<file path="src/rtl/share_masker.sv">
// -----------------------------------------------------------------------------
// share_masker
//
// Boolean 2-share masking encoder. Plain WIDTH-bit words are split into a
// registered share pair (share0 = data ^ mask, share1 = mask) for the masked
// AND/XOR datapath downstream. Masks are taken from an internal 32-bit Galois
// LFSR (x^32+x^22+x^2+x+1). The LFSR is seeded from an external entropy source
// and must be re-seeded after every RESEED_INTERVAL accepted words.
//
// Ports
//   clk         : clock, all state updates on the rising edge
//   rst         : asynchronous, active-high reset
//   seed_valid  : seed word offered
//   seed        : 32-bit seed / entropy word
//   seed_ready  : seed accepted when seed_valid && seed_ready
//   in_valid    : plain word offered
//   in_data     : plain word
//   in_ready    : word accepted when in_valid && in_ready
//   out_valid   : share pair valid
//   out_share0  : in_data ^ mask
//   out_share1  : mask
//   out_ready   : downstream takes the pair when out_valid && out_ready
//   need_seed   : high while waiting for the first seed or a re-seed
//
// Parameters
//   WIDTH           : data/share width, 1..32
//   RESEED_INTERVAL : accepted words between mandatory re-seeds, >= 1
// -----------------------------------------------------------------------------
module share_masker #(
  parameter int WIDTH           = 8,
  parameter int RESEED_INTERVAL = 256
) (
  input  logic             clk,
  input  logic             rst,
  input  logic             seed_valid,
  input  logic [31:0]      seed,
  output logic             seed_ready,
  input  logic             in_valid,
  input  logic [WIDTH-1:0] in_data,
  output logic             in_ready,
  output logic             out_valid,
  output logic [WIDTH-1:0] out_share0,
  output logic [WIDTH-1:0] out_share1,
  input  logic             out_ready,
  output logic             need_seed
);

  // Galois feedback mask for x^32+x^22+x^2+x+1.
  localparam logic [31:0] LFSR_POLY = 32'h8020_0003;

  localparam logic [1:0] ST_UNSEEDED = 2'd0;
  localparam logic [1:0] ST_RUN      = 2'd1;
  localparam logic [1:0] ST_RESEED   = 2'd2;

  // The counter only needs to represent 0..RESEED_INTERVAL-1: it wraps to 0
  // on the accept that completes an interval.
  localparam int                CNT_W    = (RESEED_INTERVAL > 1) ? $clog2(RESEED_INTERVAL) : 1;
  localparam logic [CNT_W-1:0]  CNT_LAST = CNT_W'(RESEED_INTERVAL - 1);

  // ---------------------------------------------------------------------------
  // LFSR helper: advance the generator WIDTH single steps. Unrolled at
  // elaboration into a pure XOR network, so a whole word's worth of mask bits
  // is consumed in one cycle.
  // ---------------------------------------------------------------------------
  function automatic logic [31:0] lfsr_advance(input logic [31:0] state);
    logic [31:0] v;
    // NOTE: blocking assignments inside functions and always_comb model a
    // chain of combinational steps; each line sees the previous line's value.
    v = state;
    for (int i = 0; i < WIDTH; i++) begin
      v = v[0] ? ((v >> 1) ^ LFSR_POLY) : (v >> 1);
    end
    return v;
  endfunction

  // ---------------------------------------------------------------------------
  // State
  // ---------------------------------------------------------------------------
  logic [1:0]       r_state;
  logic [31:0]      r_lfsr;
  logic [CNT_W-1:0] r_count;
  logic             r_out_valid;
  logic [WIDTH-1:0] r_share0;
  logic [WIDTH-1:0] r_share1;

  // ---------------------------------------------------------------------------
  // Handshake and datapath wires
  // ---------------------------------------------------------------------------
  logic             w_run;
  logic             w_in_ready;
  logic             w_seed_ready;
  logic             w_accept;
  logic             w_seed_take;
  logic             w_drain;
  logic             w_last_word;
  logic [WIDTH-1:0] w_mask;
  logic [31:0]      w_lfsr_stepped;
  logic [31:0]      w_reseed_mix;
  logic [31:0]      w_seed_value;

  assign w_run        = (r_state == ST_RUN);

  // The output register is one deep: a new word may enter only when the slot
  // is empty or is being emptied in this very cycle, giving 1 word/cycle when
  // downstream keeps out_ready high.
  assign w_in_ready   = w_run && (!r_out_valid || out_ready);
  assign w_seed_ready = !w_run;

  assign w_accept     = in_valid && w_in_ready;
  assign w_seed_take  = seed_valid && w_seed_ready;
  assign w_drain      = r_out_valid && out_ready;

  assign w_last_word  = (r_count == CNT_LAST);

  // The mask is the LFSR state before this cycle's advance.
  assign w_mask         = r_lfsr[WIDTH-1:0];
  assign w_lfsr_stepped = lfsr_advance(r_lfsr);
  assign w_reseed_mix   = r_lfsr ^ seed;

  // An all-zero state would lock the LFSR at zero forever (and emit an
  // all-zero mask), so both the initial seed and the re-seed mix are forced
  // to 1 if they come out zero.
  always_comb begin
    // NOTE: a default assignment on entry to always_comb guarantees every
    // path drives the signal, so no latch can be inferred.
    w_seed_value = 32'h0000_0001;
    if (r_state == ST_UNSEEDED) begin
      if (seed != 32'h0) w_seed_value = seed;
    end else begin
      if (w_reseed_mix != 32'h0) w_seed_value = w_reseed_mix;
    end
  end

  // ---------------------------------------------------------------------------
  // Control: state, word counter and LFSR
  // ---------------------------------------------------------------------------
  // NOTE: sequential state is written with non-blocking assignments so every
  // register samples pre-edge values, independent of statement order.
  always_ff @(posedge clk or posedge rst) begin
    if (rst) begin
      r_state <= ST_UNSEEDED;
      r_lfsr  <= 32'h0;
      r_count <= '0;
    end else begin
      case (r_state)
        ST_UNSEEDED: begin
          if (w_seed_take) begin
            r_lfsr  <= w_seed_value;
            r_count <= '0;
            r_state <= ST_RUN;
          end
        end

        ST_RUN: begin
          // Seeds are ignored here (seed_ready is low); the LFSR only moves
          // on an accepted word.
          if (w_accept) begin
            r_lfsr <= w_lfsr_stepped;
            if (w_last_word) begin
              r_count <= '0;
              r_state <= ST_RESEED;
            end else begin
              r_count <= r_count + 1'b1;
            end
          end
        end

        ST_RESEED: begin
          // Mixing rather than replacing keeps the accumulated entropy even
          // if a single seed word is weak.
          if (w_seed_take) begin
            r_lfsr  <= w_seed_value;
            r_state <= ST_RUN;
          end
        end

        default: begin
          // Unreachable encoding: fall back to a safe, unseeded state.
          r_state <= ST_UNSEEDED;
          r_lfsr  <= 32'h0;
          r_count <= '0;
        end
      endcase
    end
  end

  // ---------------------------------------------------------------------------
  // Output stage: one-deep share register
  // ---------------------------------------------------------------------------
  // The XOR with the mask sits directly at the register input, so in_data is
  // never captured anywhere in its plain form. The pair holds while the slot
  // is full and downstream stalls; a drain without a simultaneous accept
  // empties the slot.
  always_ff @(posedge clk or posedge rst) begin
    if (rst) begin
      r_out_valid <= 1'b0;
      r_share0    <= '0;
      r_share1    <= '0;
    end else if (w_accept) begin
      r_out_valid <= 1'b1;
      r_share0    <= in_data ^ w_mask;
      r_share1    <= w_mask;
    end else if (w_drain) begin
      r_out_valid <= 1'b0;
    end
  end

  // ---------------------------------------------------------------------------
  // Outputs
  // ---------------------------------------------------------------------------
  assign seed_ready = w_seed_ready;
  assign in_ready   = w_in_ready;
  assign need_seed  = !w_run;
  assign out_valid  = r_out_valid;
  assign out_share0 = r_share0;
  assign out_share1 = r_share1;

endmodule

</file>
<file path="config.mk">
export PLATFORM = sky130hd
export DESIGN_NAME = share_masker
export DESIGN_NICKNAME = d
export VERILOG_FILES = /design/src/rtl/share_masker.sv
export SDC_FILE = /design/constraint.sdc
export NUM_CORES = 1
export LEC_CHECK = 0
export ABC_AREA = 1
export BUFFER_PORTS_ARGS = -buffer_cell sky130_fd_sc_hd__buf_2
export CAP_MARGIN = 40
export CORE_UTILIZATION = 30
export CTS_BUF_LIST = sky130_fd_sc_hd__clkbuf_16
export CTS_CLUSTER_DIAMETER = 150
export DETAILED_ROUTE_END_ITERATION = 10
export PLACE_DENSITY_LB_ADDON = 0.15
export SYNTH_ARGS = -nofsm -noshare
export SYNTH_HDL_FRONTEND = slang
export SYNTH_SLANG_ARGS = --single-unit
export TNS_END_PERCENT = 20
</file>
<file path="constraint.sdc">
create_clock -name clk -period 2.67 [get_ports clk]
set_input_delay 0.6675 -clock clk [delete_from_list [all_inputs] [get_ports clk]]
set_output_delay 0.6675 -clock clk [all_outputs]
set_load 0.02 [all_outputs]
</file>
Word-level counts from Yosys, hierarchy flattened
Index checks and enable logic that the tools add are counted.
{"block": "classes", "addsub": 1, "n_eq_ne": 7, "n_mux": 24, "bitwise_logic": 11, "n_reduce_logical": 15}
{"cell": "$mux 32", "count": 13}
{"cell": "$pmux 32 s2", "count": 1}
{"cell": "$reduce_bool 32->1", "count": 2}
{"cell": "$not 3->4", "count": 8}
{"cell": "$xor 32x32->32", "count": 1}
{"cell": "$mux 8", "count": 3}
{"cell": "$pmux 8 s3", "count": 1}
{"cell": "$add 8x1->8 const B", "count": 1}
{"cell": "$eq 8x8->1 const B", "count": 1}
{"cell": "$xor 8x8->8", "count": 1}
{"cell": "$mux 2", "count": 3}
{"cell": "$ne 2x1->1 const B", "count": 3}
{"cell": "$reduce_and 3->1", "count": 2}
{"cell": "$logic_and 1x1->1", "count": 4}
{"cell": "$pmux 2 s2", "count": 1}
{"cell": "$eq 2x1->1 const B", "count": 1}
{"cell": "$eq 2x2->1 const B", "count": 1}
{"cell": "$logic_not 1->1", "count": 2}
{"cell": "$logic_not 2->1", "count": 1}
{"cell": "$mux 1", "count": 2}
{"cell": "$ne 2x2->1 const B", "count": 1}
{"cell": "$reduce_and 2->1", "count": 1}
{"cell": "$reduce_bool 2->1", "count": 1}
{"cell": "$reduce_or 2->1", "count": 1}
{"cell": "2 further kinds", "count": 2}
{"block": "totals", "register_bits": 59, "input_bits": 45, "output_inout_bits": 20, "word_cells": 64}

Longest topological paths before layout
{"block": "depth", "word_depth": 18, "ltp_mapped": 16, "depth_no_buf": 15}

Least setup slack after synthesis
No wires, ideal clock.
{"block": "synth_timing", "path_type": "input -> register", "start": "input port out_ready", "end": "register r_lfsr[30]", "setup_ns": 0.131, "arrival_ns": 1.732, "required_time_ns": 2.539, "slack_ns": 0.807, "stages": 8, "path_buffers": 1, "path_cell_list": "nor2_1 nor2_4 nand2_4 a21oi_4 inv_2 buf_2 a22oi_1 o31ai_1"}
{"block": "synth_via", "elab_chain_len": 5}
{"item": "start, declared", "line_no": "44", "rtl": "input logic out_ready,"}
{"item": "$logic_or 1x1->1", "line_no": "106", "rtl": "assign w_in_ready = w_run && (!r_out_valid || out_ready);"}
{"item": "$logic_and 1x1->1", "line_no": "106"}
{"item": "via in_ready", "line_no": "40", "rtl": "output logic in_ready,"}
{"item": "$logic_and 1x1->1", "line_no": "109", "rtl": "assign w_accept = in_valid && w_in_ready;"}
{"item": "$ne 2x1->1 (no line)"}
{"item": "$reduce_and 2->1 (no line)"}
{"item": "end signal, assigned", "line_no": "148", "rtl": "r_lfsr <= w_seed_value;"}
{"item": "end signal, assigned", "line_no": "158", "rtl": "r_lfsr <= w_lfsr_stepped;"}
{"item": "end signal, assigned", "line_no": "172", "rtl": "r_lfsr <= w_seed_value;"}
{"item": "end, declared", "line_no": "80", "rtl": "logic [31:0] r_lfsr;"}
The timed path passes the listed nets, and every way through them passes these cells.
A chain may end at the register's enable or synchronous reset.

Final worst setup path
{"block": "layout_timing", "start": "register r_state[0]", "end": "output port in_ready"}
{"block": "layout_via", "elab_chain_len": 2}
{"item": "start, declared", "line_no": "79", "rtl": "logic [1:0] r_state;"}
{"item": "start signal, assigned", "line_no": "141", "rtl": "r_state <= ST_UNSEEDED;"}
{"item": "start signal, assigned", "line_no": "150", "rtl": "r_state <= ST_RUN;"}
{"item": "start signal, assigned", "line_no": "161", "rtl": "r_state <= ST_RESEED;"}
{"item": "$eq 2x1->1", "line_no": "101", "rtl": "assign w_run = (r_state == ST_RUN);"}
{"item": "$logic_and 1x1->1", "line_no": "106"}
{"item": "end, declared", "line_no": "40"}
Every way passes these cells.

==> metrics.md <==
| Metric | Value |
|---|---|
| Sum of routed wire length over all layers | `12120 µm` |
| Via count | `3599` |
| Synth Area per Inst | `7.550 µm²` |
| Worst Hold Slack | `380.5 ps` |
| Fmax | `444.6 MHz` |
| I/O pin count | `65` |
| Largest voltage drop on the vdd net | `0.0007184 V` |
| Diodes inserted | `0` |
| Count of filler cells inserted in the layout | `1322` |
| # rows | `40` |
| Cell types occupying the most area after synthesis | `sky130_fd_sc_hd__dfrtp_1, sky130_fd_sc_hd__nand2_1, sky130_fd_sc_hd__xnor2_1` |
| Register area | `1476 µm²` |
| Pin count of the biggest net entering global routing | `40` |
| Util after Layout | `37.57%` |
| Slew headroom | `49.95%` |
| Data arrival at the endpoint of the critical path | `1580 ps` |
| Wire length of the first global-routing pass | `19560 µm` |
| Initial core utilization | `30.98%` |
| Setup TNS | `0 ps` |
| Via-to-Cell Ratio | `4.957` |
| Length of the first detailed-routing pass in iterations | `5` |
| Data required time of the critical path | `2000 ps` |
| Combined global-route utilization of all metal layers | `20.08%` |
| Peak per-stage delay on the critical path | `670 ps` |
| Number of endpoints failing setup at the final stage | `0` |
| CP startpoint kind | `register` |
| Overflow after GRT | `0` |
| Worst path top cell family by delay | `flip-flops` |
| Via count of the first global-routing pass | `3507` |
| Detailed router's first-iteration violation count | `217` |
| Share of post-route cells with drive strength above 1 | `17.56%` |
| Worst setup EP type | `output port` |
| Area used by multi-input combinational logic | `2018 µm²` |
| Clock tree buffer depth | `2` |
| Total number of yosys warnings | `0` |
| CTS Hold Buffers Added | `0` |
| Post-Synthesis Cells | `497` |
| Number of nets produced by synthesis | `543` |
| Async set or reset register ratio after synthesis | `100.0%` |
| Number of synthesized register bits | `59` |
| Die extent in x | `113.8 µm` |
| DRC viols | `0` |
| Number of buffers inserted during clock tree synthesis | `9` |
| H-tree depth | `3` |
| Placed wire-length estimate | `8811 µm` |
| Total standard cell area after synthesis | `3752 µm²` |
| Area share of the leading cell type in the synthesized netlist | `39.35%` |
| Clock tree root driver cell | `sky130_fd_sc_hd__clkbuf_16` |
| Leakage power total | `2.116 nW` |
| Area added between synthesis and finish | `21.27%` |
| Clock-pin slew on the worst setup and hold paths | `50 ps` |
| Leading register cell type out of synthesis | `sky130_fd_sc_hd__dfrtp_1` |
| Final instance area | `4551 µm²` |
| Slew of the pin with the lowest slew margin | `749.9 ps` |
| Worst min-delay path class | `in2async` |
| Buffering stage count on the worst path with inverters included | `1` |
| Post-CTS Resized | `0` |
| Count of different cell masters after synthesis | `33` |
| Clock net sink count | `59` |
| Cell with the largest stage delay on the worst path | `sky130_fd_sc_hd__dfrtp_1` |
| Most frequent standard cell in the layout excluding fill and tap cells | `sky130_fd_sc_hd__nand2_1` |
| Portion of the post-synthesis area used by sequential elements | `39.35%` |
| Sequence of cells on the critical path | `nand2_4, nor2_4, buf_2` |
| Post-DP Area | `4244 µm²` |
| Clock tree from TritonCTS | `yes` |
| Setup bufs post-CTS | `0` |
| Remaining number of nets flagged by the antenna check after routing | `0` |
| Wirelength per Cell | `16.69 µm` |
| Post-route total power | `6.308 mW` |
| Count of maximum capacitance violations | `0` |
| Final setup skew | `4.084 ps` |
| Top library cells by usage in the layout, fill and taps aside | `sky130_fd_sc_hd__nand2_1, sky130_fd_sc_hd__buf_2, sky130_fd_sc_hd__dfrtp_1, sky130_fd_sc_hd__o21ai_0, sky130_fd_sc_hd__inv_1` |
| RSZ-0062 raised after global routing | `no` |
| Die extent in y | `113.8 µm` |
| Kind of critical path | `reg2out` |
| Layout net count | `600` |
| Outcome | `finished clean` |
| Initial antenna violation count | `0` |
| Area of the die | `12960 µm²` |
| Clock network latency to the later pin of the worst-skew pair | `330 ps` |
| Share of the clock period used by the worst path | `84.24%` |
| Number of flops mapped to enable cells by yosys | `0` |
| Power per Cell Area | `1386 nW/µm²` |
| Final period demand of the worst path | `2249 ps` |
| Largest driver fanout on the critical path | `12` |
| Total of buffers placed on input and output ports | `64` |
| Final Max Tran Viols | `0` |
| Placer Congestion | `0.8341` |
| Final Hold Violating Endpoints | `0` |
| Core region area | `12110 µm²` |
| Library cell occupying the most area in the post-synthesis netlist | `sky130_fd_sc_hd__dfrtp_1` |
==> worst paths after layout <==
check | start | end | slack, ps | cells after the start
worst max register to register | r_state[0]$_DFFE_PP0P_ | r_count[6]$_DFFE_PP0P_ | 490 | 9
worst min register to register | out_share1[4]$_DFFE_PP0P_ | out_share1[4]$_DFFE_PP0P_ | 480 | 2
min in group clk | out_share1[4]$_DFFE_PP0P_ | out_share1[4]$_DFFE_PP0P_ | 480 | 2
worst max-delay path | r_state[0]$_DFFE_PP0P_ | in_ready | 420 | 3
max in group asynchronous | rst | r_lfsr[19]$_DFFE_PP0P_ | 1680 | 3
worst min-delay path | rst | out_share1[3]$_DFFE_PP0P_ | 380 | 2
==> Yosys cell counts, types with 8 or more instances <==
| master | instances |
|---|---|
| sky130_fd_sc_hd__o211ai_1 | 15 |
| sky130_fd_sc_hd__buf_2 | 8 |
| sky130_fd_sc_hd__a22oi_1 | 12 |
| sky130_fd_sc_hd__a21oi_1 | 19 |
| sky130_fd_sc_hd__nand2_1 | 139 |
| sky130_fd_sc_hd__dfrtp_1 | 59 |
| sky130_fd_sc_hd__inv_1 | 37 |
| sky130_fd_sc_hd__nor2_1 | 33 |
| sky130_fd_sc_hd__clkbuf_1 | 17 |
| sky130_fd_sc_hd__nand3_1 | 24 |
| sky130_fd_sc_hd__o21ai_0 | 50 |
| sky130_fd_sc_hd__xor2_1 | 8 |
| sky130_fd_sc_hd__xnor2_1 | 35 |
==> kinds of logic after synthesis <==
family,count (synthesis),share of synthesized area [%]
simple gates,216,24.38
compound gates,111,17.84
buf+inv,65,6.869
flops,59,39.35
xor+xnor,45,11.24
fa+ha+maj,1,0.3334
==> state kept, by name, summed over array words and instances, names as in the netlist <==
name / cells
r_count: 8
r_lfsr: 32
r_state: 2
out_share1: 8
out_share0: 8
out_valid: 1
==> cell type report <==
class / instances / area share [%]
clock inverters: 6 / 1.787
flip-flops and latches: 59 / 32.44
multi-input cells: 373 / 44.35
well taps: 168 / 4.619
repair buffers: 72 / 8.634
inverters: 39 / 3.217
clock buffers: 9 / 4.949
==> routing by layer <==
layer	vias to the layer above	global-route usage (%)	part of all wire, %	routed length, µm
met5	-	0	0	0
met4	0	5.974	1.2	143
met3	12	3.879	5.1	622
met2	112	31.91	46	5521
met1	1715	27.69	48	5829
li1	1760	-	-	-
==> through the flow <==
stage          cells  setup slack, ps
2_1_floorplan    497            546.2
3_3_place_gp     711            549.9
3_5_place_dp     711            521.2
4_1_cts          726            405.5
5_1_grt          726            301.2
6_report         726            420.7
==> power by group <==
part | internal, mW | switching [mW]
Clock | 0.804 | 0.419
Sequential | 1.29 | 0.416
Combinational | 1.19 | 2.19
Note: power is estimated with default switching activity, not from simulation.
